$ cat src/rtl/mul_cyc_ctrl_fsm_pkg.sv
// Shared encodings for the multi-cycle control FSM:
// states, instruction classes, opcodes/functs and datapath selects.
package mul_cyc_ctrl_fsm_pkg;

    typedef enum logic [2:0] {
        S_IF   = 3'd0,
        S_ID   = 3'd1,
        S_EXE  = 3'd2,
        S_MEM  = 3'd3,
        S_WB   = 3'd4,
        S_HALT = 3'd5,
        S_ERR  = 3'd6
    } state_e;

    typedef enum logic [3:0] {
        I_R,
        I_ADDI,
        I_ORI,
        I_LW,
        I_SW,
        I_BEQ,
        I_J,
        I_HALT,
        I_ILL
    } ins_e;

    typedef enum logic [2:0] {
        ALU_ADD = 3'd0,
        ALU_SUB = 3'd1,
        ALU_AND = 3'd2,
        ALU_OR  = 3'd3,
        ALU_SLT = 3'd4
    } alu_op_e;

    typedef enum logic [1:0] {
        SRCB_REG  = 2'd0,
        SRCB_FOUR = 2'd1,
        SRCB_SEXT = 2'd2,
        SRCB_ZEXT = 2'd3
    } srcb_e;

    typedef enum logic [1:0] {
        PC_ALU = 2'd0,
        PC_BR  = 2'd1,
        PC_JMP = 2'd2
    } pc_src_e;

    localparam logic [5:0] OP_RTYPE = 6'h00;
    localparam logic [5:0] OP_J     = 6'h02;
    localparam logic [5:0] OP_BEQ   = 6'h04;
    localparam logic [5:0] OP_ADDI  = 6'h08;
    localparam logic [5:0] OP_ORI   = 6'h0D;
    localparam logic [5:0] OP_LW    = 6'h23;
    localparam logic [5:0] OP_SW    = 6'h2B;

    localparam logic [5:0] F_ADD = 6'h20;
    localparam logic [5:0] F_SUB = 6'h22;
    localparam logic [5:0] F_AND = 6'h24;
    localparam logic [5:0] F_OR  = 6'h25;
    localparam logic [5:0] F_SLT = 6'h2A;

endpackage

$ cat src/rtl/mul_cyc_ctrl_fsm_ins_dec.sv
// Combinational instruction decoder: opcode/funct to
// instruction class, ALU operation and legality.
module mul_cyc_ins_dec
    import mul_cyc_ctrl_fsm_pkg::*;
#(
    parameter logic [5:0] HALT_OP = 6'h3F
) (
    input  logic [5:0] op_code,
    input  logic [5:0] funct,
    output ins_e       cls,
    output alu_op_e    alu_op,
    output logic       legal
);

    always_comb begin
        cls    = I_ILL;
        alu_op = ALU_ADD;
        if (op_code == HALT_OP) begin
            cls = I_HALT;
        end else begin
            case (op_code)
                OP_RTYPE: begin
                    cls = I_R;
                    case (funct)
                        F_ADD:   alu_op = ALU_ADD;
                        F_SUB:   alu_op = ALU_SUB;
                        F_AND:   alu_op = ALU_AND;
                        F_OR:    alu_op = ALU_OR;
                        F_SLT:   alu_op = ALU_SLT;
                        default: cls = I_ILL;
                    endcase
                end
                OP_ADDI: cls = I_ADDI;
                OP_ORI: begin
                    cls    = I_ORI;
                    alu_op = ALU_OR;
                end
                OP_LW:   cls = I_LW;
                OP_SW:   cls = I_SW;
                OP_BEQ: begin
                    cls    = I_BEQ;
                    alu_op = ALU_SUB;
                end
                OP_J:    cls = I_J;
                default: cls = I_ILL;
            endcase
        end
    end

    assign legal = (cls != I_ILL) && (cls != I_HALT);

endmodule

$ cat src/rtl/mul_cyc_ctrl_fsm.sv
// Multi-cycle control FSM: sequences fetch, decode, execute,
// memory and write-back; counts retirements, latches halt/illegal.
module mul_cyc_ctrl_fsm
    import mul_cyc_ctrl_fsm_pkg::*;
#(
    parameter int         CNT_W   = 32,
    parameter logic [5:0] HALT_OP = 6'h3F
) (
    input  logic             clk,
    input  logic             rst,
    input  logic [5:0]       opCode,
    input  logic [5:0]       funct,
    input  logic             aluZero,
    input  logic             memRdy,
    output logic             pcWr,
    output logic             irWr,
    output logic             iorD,
    output logic             memRd,
    output logic             memWr,
    output logic             ifWR,
    output logic             wriReg,
    output logic             memToReg,
    output logic [1:0]       aluSrcB,
    output logic [2:0]       aluOp,
    output logic [1:0]       pcSrc,
    output logic             halted,
    output logic             illegal,
    output logic [CNT_W-1:0] insCnt
);

    state_e           state_q, state_d;
    logic             halted_q, halted_d;
    logic             illegal_q, illegal_d;
    logic [CNT_W-1:0] ins_cnt_q, ins_cnt_d;
    logic             retire;

    ins_e    cls;
    alu_op_e alu_op;
    logic    legal;

    mul_cyc_ins_dec #(
        .HALT_OP (HALT_OP)
    ) u_dec (
        .op_code (opCode),
        .funct   (funct),
        .cls     (cls),
        .alu_op  (alu_op),
        .legal   (legal)
    );

    always_ff @(posedge clk or posedge rst) begin
        if (rst) begin
            state_q   <= S_IF;
            halted_q  <= 1'b0;
            illegal_q <= 1'b0;
            ins_cnt_q <= '0;
        end else begin
            state_q   <= state_d;
            halted_q  <= halted_d;
            illegal_q <= illegal_d;
            ins_cnt_q <= ins_cnt_d;
        end
    end

    always_comb begin
        state_d = state_q;
        retire  = 1'b0;
        case (state_q)
            S_IF: if (memRdy) state_d = S_ID;
            S_ID: begin
                if (cls == I_HALT) begin
                    state_d = S_HALT;
                end else if (!legal) begin
                    state_d = S_ERR;
                end else if (cls == I_J) begin
                    state_d = S_IF;
                    retire  = 1'b1;
                end else begin
                    state_d = S_EXE;
                end
            end
            S_EXE: begin
                case (cls)
                    I_BEQ: begin
                        state_d = S_IF;
                        retire  = 1'b1;
                    end
                    I_LW, I_SW: state_d = S_MEM;
                    default:    state_d = S_WB;
                endcase
            end
            S_MEM: begin
                if (memRdy) begin
                    if (cls == I_SW) begin
                        state_d = S_IF;
                        retire  = 1'b1;
                    end else begin
                        state_d = S_WB;
                    end
                end
            end
            S_WB: begin
                state_d = S_IF;
                retire  = 1'b1;
            end
            S_HALT:  state_d = S_HALT;
            S_ERR:   state_d = S_ERR;
            default: state_d = S_IF;
        endcase
        halted_d  = halted_q | (state_d == S_HALT);
        illegal_d = illegal_q | (state_d == S_ERR);
        ins_cnt_d = ins_cnt_q + {{(CNT_W-1){1'b0}}, retire};
    end

    always_comb begin
        pcWr     = 1'b0;
        irWr     = 1'b0;
        iorD     = 1'b0;
        memRd    = 1'b0;
        memWr    = 1'b0;
        ifWR     = 1'b0;
        wriReg   = 1'b0;
        memToReg = 1'b0;
        aluSrcB  = SRCB_REG;
        aluOp    = ALU_ADD;
        pcSrc    = PC_ALU;
        case (state_q)
            S_IF: begin
                memRd   = 1'b1;
                aluSrcB = SRCB_FOUR;
                pcWr    = memRdy;
                irWr    = memRdy;
            end
            S_ID: begin
                if (cls == I_J) begin
                    pcWr  = 1'b1;
                    pcSrc = PC_JMP;
                end
            end
            S_EXE: begin
                aluOp = alu_op;
                case (cls)
                    I_ADDI, I_LW, I_SW: aluSrcB = SRCB_SEXT;
                    I_ORI:              aluSrcB = SRCB_ZEXT;
                    I_BEQ: begin
                        pcWr  = aluZero;
                        pcSrc = PC_BR;
                    end
                    default:            aluSrcB = SRCB_REG;
                endcase
            end
            S_MEM: begin
                iorD  = 1'b1;
                memRd = (cls == I_LW);
                // store strobe held back until memory can accept it
                memWr = (cls == I_SW) && memRdy;
            end
            S_WB: begin
                ifWR     = 1'b1;
                wriReg   = (cls != I_R);
                memToReg = (cls == I_LW);
            end
            default: ;
        endcase
    end

    assign halted  = halted_q;
    assign illegal = illegal_q;
    assign insCnt  = ins_cnt_q;

endmodule

$ cat config.mk
export PLATFORM = sky130hd
export DESIGN_NAME = mul_cyc_ctrl_fsm
export DESIGN_NICKNAME = d
export VERILOG_FILES = /design/src/rtl/mul_cyc_ctrl_fsm_pkg.sv /design/src/rtl/mul_cyc_ctrl_fsm_ins_dec.sv /design/src/rtl/mul_cyc_ctrl_fsm.sv
export SDC_FILE = /design/constraint.sdc
export NUM_CORES = 1
export LEC_CHECK = 0
export CELL_PAD_IN_SITES_DETAIL_PLACEMENT = 0
export CELL_PAD_IN_SITES_GLOBAL_PLACEMENT = 1
export CORE_UTILIZATION = 25
export CTS_CLUSTER_DIAMETER = 150
export DETAILED_ROUTE_END_ITERATION = 12
export GPL_TIMING_DRIVEN = 0
export PLACE_DENSITY = 0.56
export SYNTH_ARGS = -nofsm -noshare
export SYNTH_HDL_FRONTEND = slang
export SYNTH_SLANG_ARGS = --single-unit
$ cat constraint.sdc
create_clock -name clk -period 6.1 [get_ports clk]
set_clock_uncertainty 0.15 [all_clocks]
set_input_delay 1.525 -clock clk [delete_from_list [all_inputs] [get_ports clk]]
set_output_delay 1.525 -clock clk [all_outputs]
set_load 0.05 [all_outputs]
==> summary.txt, run 1 <==
Status
  • Outcome: finished clean

Route
  • Routed len/inst: 13.4 um
  • DR DRC count: 0
  • Iter 0 DRT Violations: 49
  • Post-route antenna net violation count: 0
  • Detailed-router iteration count before antenna repair: 4
  • Routed vias/inst: 4.74
  • Wirelength, routed: 5220 um
  • Total number of vias: 1843

Die
  • Die span in y: 95.5 um
  • Initial Util: 26.2%
  • Core Area: 0.00834 mm2
  • Die width: 95.5 um
  • I/O Pins: 65
  • Row count: 33
  • Die area: 0.00912 mm2

Pwr
  • Clock network fraction of design power: 23.7%
  • Max VDD drop: 0.000129 V
  • Power share of the sequential group: 33.1%
  • Leakage power: 0.00126 uW
  • Internal power: 552 uW
  • Combinational power share: 43.2%
  • Sw frac: 39.6%
  • NetSw: 362 uW
  • Power density over the cells: 299 mW/mm2

Global routing
  • Gr usage total: 12.2%
  • Vias in the first global route: 1861
  • Largest net degree at the start of global routing: 38
  • First-pass GRT wire length: 8770 um
  • GRT overflow: 0
  • Initial antenna violation count: 0

Synthesis
  • FFs w/ async S/R, synth: 100%
  • #FFs+latches synth: 37
  • Synth area leader: dfrtp_1
  • Yosys warning total: 0
  • Sequential cell area fraction in the yosys report: 42.4%
  • Syn Nets: 232
  • Avg Inst Size Synth: 10.2 um2
  • Post-Synthesis Cell Area: 0.00219 mm2
  • Top cells by area, synth: dfrtp_1, xnor2_1, nand3_1, xor2_1, nand2_1
  • Post-synth top area share: 42.4%
  • Top FF cell, synth: dfrtp_1
  • Library cells used by synthesis: 47
  • Count of flip-flops with a built-in enable after synthesis: 0
  • Gate count of the mapped netlist: 214

Setup path
  • CP Capture Type: output port
  • Crit path DAT: 4290 ps
  • CP Max Fanout: 10
  • Crit path launch type: input pin
  • Worst EP required: 4430 ps
  • WS Path Type: input pin to output port

STA
  • Final period util: 97.8%
  • Fin. Hold Viols: 0
  • Setup total negative slack: 0 ps
  • Unrepaired setup endpoints after global routing: no
  • Setup violations, final: 0
  • Worst slew pin tran: 775 ps
  • FMAX: 0.168 GHz
  • Crit path time final: 5960 ps
  • Slew HR: 48.2%
  • Slew Limit Fails: 0

Finish
  • Final Net Count: 301
  • Layout area overhead: 39.7%
  • Filler instances: 868
  • N_diodes: 0
  • Most common cell after layout, fill and taps aside: clkdlybuf4s50_1
  • Sequential standard cell area: 926 um2
  • Multi-input gate area: 0.00117 mm2
  • Layout cells sized above 1: 9.86%
  • Fin area: 0.00305 mm2
  • Most frequent cells in the layout: clkdlybuf4s50_1, dfrtp_1, xnor2_1

Clock network
  • Max clock buf depth: 2
  • Clock latency on the worst-skew pair: 280 ps
  • Total CTS buffers: 5
  • Postcts setup bufs: 0
  • CTS Hold Bufs: 0
  • Max H-tree Level: 2
  • Clk sink count: 37
  • CTS tree: built
  • Clock slew at reported path FFs: 70 ps
  • Root Driver: clkbuf_8
  • Post-CTS Resized: 0

Placed design
  • Final HPWL DP: 4010 um
  • Placed cell area: 0.00294 mm2
  • Gp weighted congestion: 0.805
  • IO Port Bufs: 62

Job
  • Max-cap viol count: 0

Hold path
  • Worst hold path class: register to register
-- worst paths after layout --
| path | start | end | slack, ps | depth (start not counted) |
|---|---|---|---|---|
| worst max-delay path | opCode[3] | aluSrcB[1] | 140 | 8 |
| worst min-delay path | insCnt[31] | insCnt[31] | 320 | 1 |
| worst max register to register | state_q[1] | insCnt[20] | 2970 | 10 |
| worst min register to register | insCnt[31] | insCnt[31] | 320 | 1 |
| max in group asynchronous | rst | state_q[0] | 3750 | 2 |
| min in group asynchronous | rst | insCnt[17] | 1560 | 2 |
-- sequential cells by signal, indices dropped and copies added (netlist names) --
name,cells
insCnt,32
halted,1
state_q,3
illegal,1
-- power by group through the flow --
| stage | Clock (uW) | Combinational, uW | Sequential (uW) |
|---|---|---|---|
| floorplan | 0 | 204 | 372 |
| global placement | 0 | 399 | 306 |
| detailed placement | 0 | 396 | 307 |
| CTS | 225 | 398 | 302 |
| global route | 233 | 421 | 307 |
| finish | 216 | 395 | 302 |
-- metrics by stage --
stage	instances	power [uW]	utilization [%]	setup slack [ps]	hold WS, ps
finish	389	913	36.6	135	321
global route	389	961	36.6	33.6	362
CTS	389	926	36.6	168	328
detailed placement	381	704	35.2	178	314
global placement	381	705	35.2	105	305
floorplan	214	576	-	971	411
-- synth_stat cells, types with 2 or more instances --
| cell type | n |
|---|---|
| and3_1 | 8 |
| o21ai_0 | 7 |
| inv_1 | 2 |
| a21oi_1 | 7 |
| ha_1 | 2 |
| nand3_1 | 22 |
| and2_1 | 4 |
| o211ai_1 | 2 |
| nand2b_1 | 5 |
| a311o_1 | 2 |
| nor3b_4 | 2 |
| mux2_2 | 2 |
| nor2b_1 | 4 |
| xnor2_1 | 25 |
| nor4_4 | 2 |
| clkbuf_8 | 2 |
| nand4_1 | 6 |
| buf_6 | 4 |
| nor3_1 | 7 |
| and4_1 | 2 |
| nor2_1 | 10 |
| dfrtp_1 | 37 |
| and3b_1 | 3 |
| nand2_1 | 16 |
| xor2_1 | 9 |
-- final cells by class --
type                       count  area share [%]
tap                          105            4.30
clock buffer                   7            2.83
buffer                         8            2.79
multi-input combinational    167            38.2
inverter                       2           0.246
clock inverter                 1           0.983
sequential                    37            30.3
timing repair buffer          62            20.3
-- layer usage --
layer / share of wire, % / global-route usage (%) / vias up / wire length, um
li1: - / - / 908 / -
met1: 49 / 16.2 / 874 / 2570
met2: 45 / 20.0 / 59 / 2360
met3: 4.7 / 1.99 / 2 / 245
met4: 0.77 / 4.10 / 0 / 40
met5: 0 / 0 / - / 0
-- kinds of logic (layout without fill, tap and decap cells) --
family	count (synthesis)	count (layout)	share of synthesized area, %
simple gates	101	101	29.0
xor+xnor	34	34	13.6
compound gates	27	27	8.13
flops	37	37	42.4
mux	3	3	1.49
fa+ha+maj	2	2	1.14
buf+inv	10	80	4.24
-- critical path: stages --
cell,delay [ps]
clkdlybuf4s50_1,460
buf_6,170
nor2_1,260
o21ai_0,150
a221o_1,410
a311o_1,340
a21oi_1,150
clkdlybuf4s50_1,830
(Power assumes the default switching activity.)
==> run 2, diff against run 1 <==
- PLACE_DENSITY: 0.56 -> 0.69
==> summary.txt, run 2 (same netlist as run 1, synthesis figures left out) <==
Pwr
  • Internal power: 551 uW
  • NetSw: 365 uW
  • Power share of the sequential group: 32.9%
  • Combinational power share: 43.1%
  • Max VDD drop: 0.000134 V
  • Power density over the cells: 300 mW/mm2
  • Leakage power: 0.00126 uW
  • Total power: 916 uW
  • Clock network fraction of design power: 24.0%
  • Sw frac: 39.8%

Route
  • Post-route antenna net violation count: 0
  • Iter 0 DRT Violations: 52
  • DR DRC count: 0
  • Routed vias/inst: 4.70
  • Total number of vias: 1829
  • Routed len/inst: 13.2 um
  • Detailed-router iteration count before antenna repair: 4
  • Wirelength, routed: 5140 um

Global routing
  • Gr usage total: 11.6%
  • GRT overflow: 0
  • First-pass GRT wire length: 8410 um
  • Initial antenna violation count: 0
  • Vias in the first global route: 1815
  • Largest net degree at the start of global routing: 38

STA
  • Worst slew pin tran: 768 ps
  • Crit path time final: 5940 ps
  • Unrepaired setup endpoints after global routing: no
  • Fin. Hold Viols: 0
  • Setup total negative slack: 0 ps
  • FMAX: 0.168 GHz
  • Final worst slack: 159 ps
  • Slew Limit Fails: 0
  • Slew HR: 48.7%
  • Final period util: 97.4%
  • Setup violations, final: 0

Placed design
  • Final HPWL DP: 3930 um
  • Setup WS pre-CTS: 189 ps
  • Gp weighted congestion: 0.782
  • Placed cell area: 0.00294 mm2
  • IO Port Bufs: 62

Die
  • Die span in y: 95.5 um
  • Die width: 95.5 um
  • Row count: 33
  • Initial Util: 26.2%
  • Core Area: 0.00834 mm2
  • I/O Pins: 65
  • Die area: 0.00912 mm2

Hold path
  • Worst hold path class: register to register

Finish
  • Layout area overhead: 39.9%
  • Most frequent cells in the layout: clkdlybuf4s50_1, dfrtp_1, xnor2_1
  • Max reg flops: 32
  • Fin area: 0.00306 mm2
  • Most common cell after layout, fill and taps aside: clkdlybuf4s50_1
  • Layout cells sized above 1: 10.2%
  • N_diodes: 0
  • Final Net Count: 301

Clock network
  • Clock latency on the worst-skew pair: 280 ps
  • Post-CTS Resized: 0
  • Total CTS buffers: 5
  • Root Driver: clkbuf_8
  • Clock slew at reported path FFs: 70 ps
  • Clk sink count: 37
  • CTS Hold Bufs: 0
  • CTS tree: built
  • Max clock buf depth: 2
  • Max H-tree Level: 2
  • Postcts setup bufs: 0

Setup path
  • Crit path launch type: input pin
  • Worst EP required: 4430 ps
  • Crit path DAT: 4270 ps
  • CP Capture Type: output port
  • WS Path Type: input pin to output port
  • CP Max Fanout: 10

Job
  • Max-cap viol count: 0

Status
  • Outcome: finished clean
run 2: cell types whose count changed in the layout (fill, tap and decap cells not counted), sizes merged:
cell / previous run / this run
clkbuf: 9 / 8
clkinvlp: 0 / 1
run 2: through the flow:
stage	std cells	hold slack (ps)	utilization [%]
after floorplan	214	411	-
after detailed placement	381	312	35.2
after global placement	381	306	35.2
final	389	326	36.7
after CTS	389	330	36.7
after global routing	389	352	36.7
run 2: critical path, stage by stage:
cell	delay [ps]
clkdlybuf4s50_1	460
buf_6	170
nor2_1	230
o21ai_0	140
a221o_1	400
a311o_1	340
a21oi_1	170
clkdlybuf4s50_1	830
run 2: layout make-up:
cell class	count	area, um2
Clock buffer	6	82.6
Inverter	2	7.51
Timing Repair Buffer	62	621
Multi-Input combinational cell	167	1170
Tap cell	105	131
Sequential cell	37	926
Buffer	8	85.1
Fill cell	862	5280
Clock inverter	2	37.5
run 2: layer usage:
metal	global-route usage [%]	up-vias	share of wire, %
li1	-	903	-
met1	15.3	861	49
met2	19.5	60	45
met3	2.39	5	5.3
met4	2.61	0	0.78
met5	0	-	0
run 2: path summary, 6_finish.rpt:
path / start / end / slack, ps / cells past startpoint
setup / recovery: opCode[3] / aluSrcB[1] / 160 / 8
hold / removal: halted / halted / 330 / 1
setup reg to reg: state_q[1] / insCnt[22] / 2950 / 10
hold reg to reg: halted / halted / 330 / 1
max in group asynchronous: rst / state_q[2] / 3760 / 2
min in group asynchronous: rst / insCnt[30] / 1550 / 2
run 2: power groups by stage:
| stage | Clock (uW) | Sequential [uW] | Combinational [uW] |
|---|---|---|---|
| global route | 236 | 305 | 419 |
| CTS | 226 | 301 | 398 |
| detailed placement | 0 | 306 | 396 |
| finish | 220 | 301 | 395 |
| global placement | 0 | 305 | 397 |
| floorplan | 0 | 372 | 204 |
==> run 3, diff against run 2 <==
- SYNTH_HIERARCHICAL: default -> 1
==> summary.txt, run 3 <==
STA
  • Worst slew pin tran: 775 ps
  • Slew Limit Fails: 0
  • FMAX: 0.164 GHz
  • Unrepaired setup endpoints after global routing: yes
  • Crit path time final: 6100 ps
  • Fin. Hold Viols: 0
  • Slew HR: 48.2%
  • Final worst slack: -1.88 ps
  • Final period util: 100%
  • Setup violations, final: 1

Pwr
  • Combinational power share: 41.2%
  • Sw frac: 40.7%
  • Max VDD drop: 0.000121 V
  • Clock network fraction of design power: 24.7%
  • Power density over the cells: 280 mW/mm2
  • Internal power: 522 uW
  • Leakage power: 0.00133 uW
  • NetSw: 358 uW
  • Power share of the sequential group: 34.1%

Placed design
  • Final HPWL DP: 4210 um
  • Gp weighted congestion: 0.737
  • IO Port Bufs: 59
  • DP Cell Count: 401
  • Setup WS pre-CTS: -488 ps
  • Placed cell area: 0.00303 mm2

Synthesis
  • #FFs+latches synth: 37
  • Count of flip-flops with a built-in enable after synthesis: 0
  • Most instantiated library cell after synthesis: dfrtp_1
  • Syn Nets: 252
  • FFs w/ async S/R, synth: 100%
  • Top FF cell, synth: dfrtp_1
  • Sequential cell area fraction in the yosys report: 40.4%
  • Post-Synthesis Cell Area: 0.00229 mm2
  • Avg Inst Size Synth: 9.80 um2
  • Synth area leader: dfrtp_1
  • Gate count of the mapped netlist: 234
  • Library cells used by synthesis: 53
  • Yosys warning total: 6
  • Top cells by area, synth: dfrtp_1, xnor2_1, nand3_1, nand4_1, nand2_1
  • Post-synth top area share: 40.4%
  • Commonest cells in the netlist: dfrtp_1, xnor2_1, nand2_1, nand3_1, nor2_1

Clock network
  • Root Driver: clkbuf_8
  • CTS tree: built
  • Postcts setup bufs: 0
  • Max clock buf depth: 2
  • Clock slew at reported path FFs: 70 ps
  • CTS Hold Bufs: 0
  • Total CTS buffers: 5
  • Clock latency on the worst-skew pair: 280 ps
  • Post-CTS Resized: 20
  • Max H-tree Level: 2
  • Clk sink count: 37

Setup path
  • Crit path DAT: 4430 ps
  • Critical path, cell by cell: clkdlybuf4s50_1 > or3b_1 > o311a_1 > a221oi_4 > nor2_1 > nand2b_1 > nor4_2 > a211o_1 > clkdlybuf4s15_2
  • CP Capture Type: output port
  • Worst EP required: 4430 ps
  • WS Path Type: input pin to output port
  • CP Max Fanout: 8
  • WP buf/inv: 2
  • Cell family with most CP delay: simple AND/OR/NAND/NOR gates
  • Critical path origin: funct[3]
  • Reg-to-reg endpoint: insCnt[24]
  • Critical-path top delay cell: clkdlybuf4s50_1
  • Reg-to-reg startpoint: state_q[0]
  • Slack of the worst reg-to-reg path: 2630 ps
  • Crit path launch type: input pin
  • FF-to-FF path depth: 12
  • Slowest cell delay on critical path: 450 ps

Finish
  • Layout cells sized above 1: 11.0%
  • Most common cell after layout, fill and taps aside: clkdlybuf4s50_1
  • Max reg flops: 32
  • Final Core Density: 35.7%
  • Final Non-Filler Cells: 409
  • Final Net Count: 318
  • N_diodes: 0
  • Fin area: 0.00315 mm2
  • Layout area overhead: 37.2%
  • Most frequent cells in the layout: clkdlybuf4s50_1, dfrtp_1, xnor2_1

Die
  • Die width: 97.8 um
  • Initial Util: 26.0%
  • Die area: 0.00956 mm2
  • Core Area: 0.00881 mm2
  • Die span in y: 97.8 um
  • Row count: 34
  • I/O Pins: 65

Route
  • Routed len/inst: 13.6 um
  • Detailed-router iteration count before antenna repair: 10
  • Iter 0 DRT Violations: 103
  • Routed vias/inst: 4.84
  • DR DRC count: 2
  • Total number of vias: 1979
  • Post-route antenna net violation count: 0
  • Wirelength, routed: 5570 um

Global routing
  • Vias in the first global route: 1868
  • Met2 Track Usage GR: 18.0%
  • GRT overflow: 0
  • Initial antenna violation count: 0
  • First-pass GRT wire length: 9380 um
  • Largest net degree at the start of global routing: 38
  • GRT met3 Usage: 2.43%
  • Busiest layer in global routing: met2
  • Gr usage total: 12.0%
  • GR Util met1: 17.7%

Job
  • Max-cap viol count: 0

Hold path
  • Worst hold path class: register to register
  • End of the worst hold path: insCnt[31]
  • Hold path depth: 1
  • Min-delay src: insCnt[31]

Status
  • Failing checks: design-rule violations, negative setup slack
  • Outcome: finished, violations left
run 3: through the flow:
stage               TNS, ps  power (uW)  hold slack (ps)
floorplan                 0         557              439
finish                -1.88         880              331
detailed placement    -2450         678              322
global placement      -2600         678              313
global route           -207         930              348
CTS                   -75.2         896              332
run 3: logic make-up after synthesis:
kind of cell | after synthesis | share of synthesized area (%)
and+or+nand+nor | 113 | 31.6
adders and majority gates | 3 | 1.58
xor gates and xnor gates | 32 | 12.2
DFF | 37 | 40.4
AOI/OAI and AO/OA | 31 | 10.4
buffers and inverters | 18 | 3.82
run 3: routing by layer:
metal	vias up	part of all wire (%)
li1	988	-
met5	-	0
met1	960	51
met4	0	0
met3	0	3.4
met2	31	46
run 3: how the worst max path moves through the flow:
stage | endpoint | slack (ps) | depth (start not counted)
final | pcWr | -2 | 9
after CTS | pcWr | -80 | 9
after detailed placement | pcWr | -490 | 9
after global routing | pcWr | -160 | 9
after global placement | pcWr | -500 | 9
after floorplan | pcWr | 40 | 8
run 3: cell type report:
| type | count | area, um2 |
|---|---|---|
| fillers | 872 | 5660 |
| multi-input cells | 179 | 1300 |
| flip-flops and latches | 37 | 926 |
| repair buffers | 59 | 579 |
| well taps | 108 | 135 |
| clock buffers | 7 | 86.3 |
| plain buffers | 13 | 68.8 |
| clock inverters | 1 | 30.0 |
| inverters | 5 | 18.8 |
run 3: power groups by stage:
stage / Combinational (uW) / Sequential [uW] / Clock [uW]
after CTS: 370 / 300 / 226
after floorplan: 198 / 359 / 0
after global placement: 374 / 303 / 0
after detailed placement: 373 / 305 / 0
final: 362 / 300 / 217
after global routing: 391 / 305 / 233
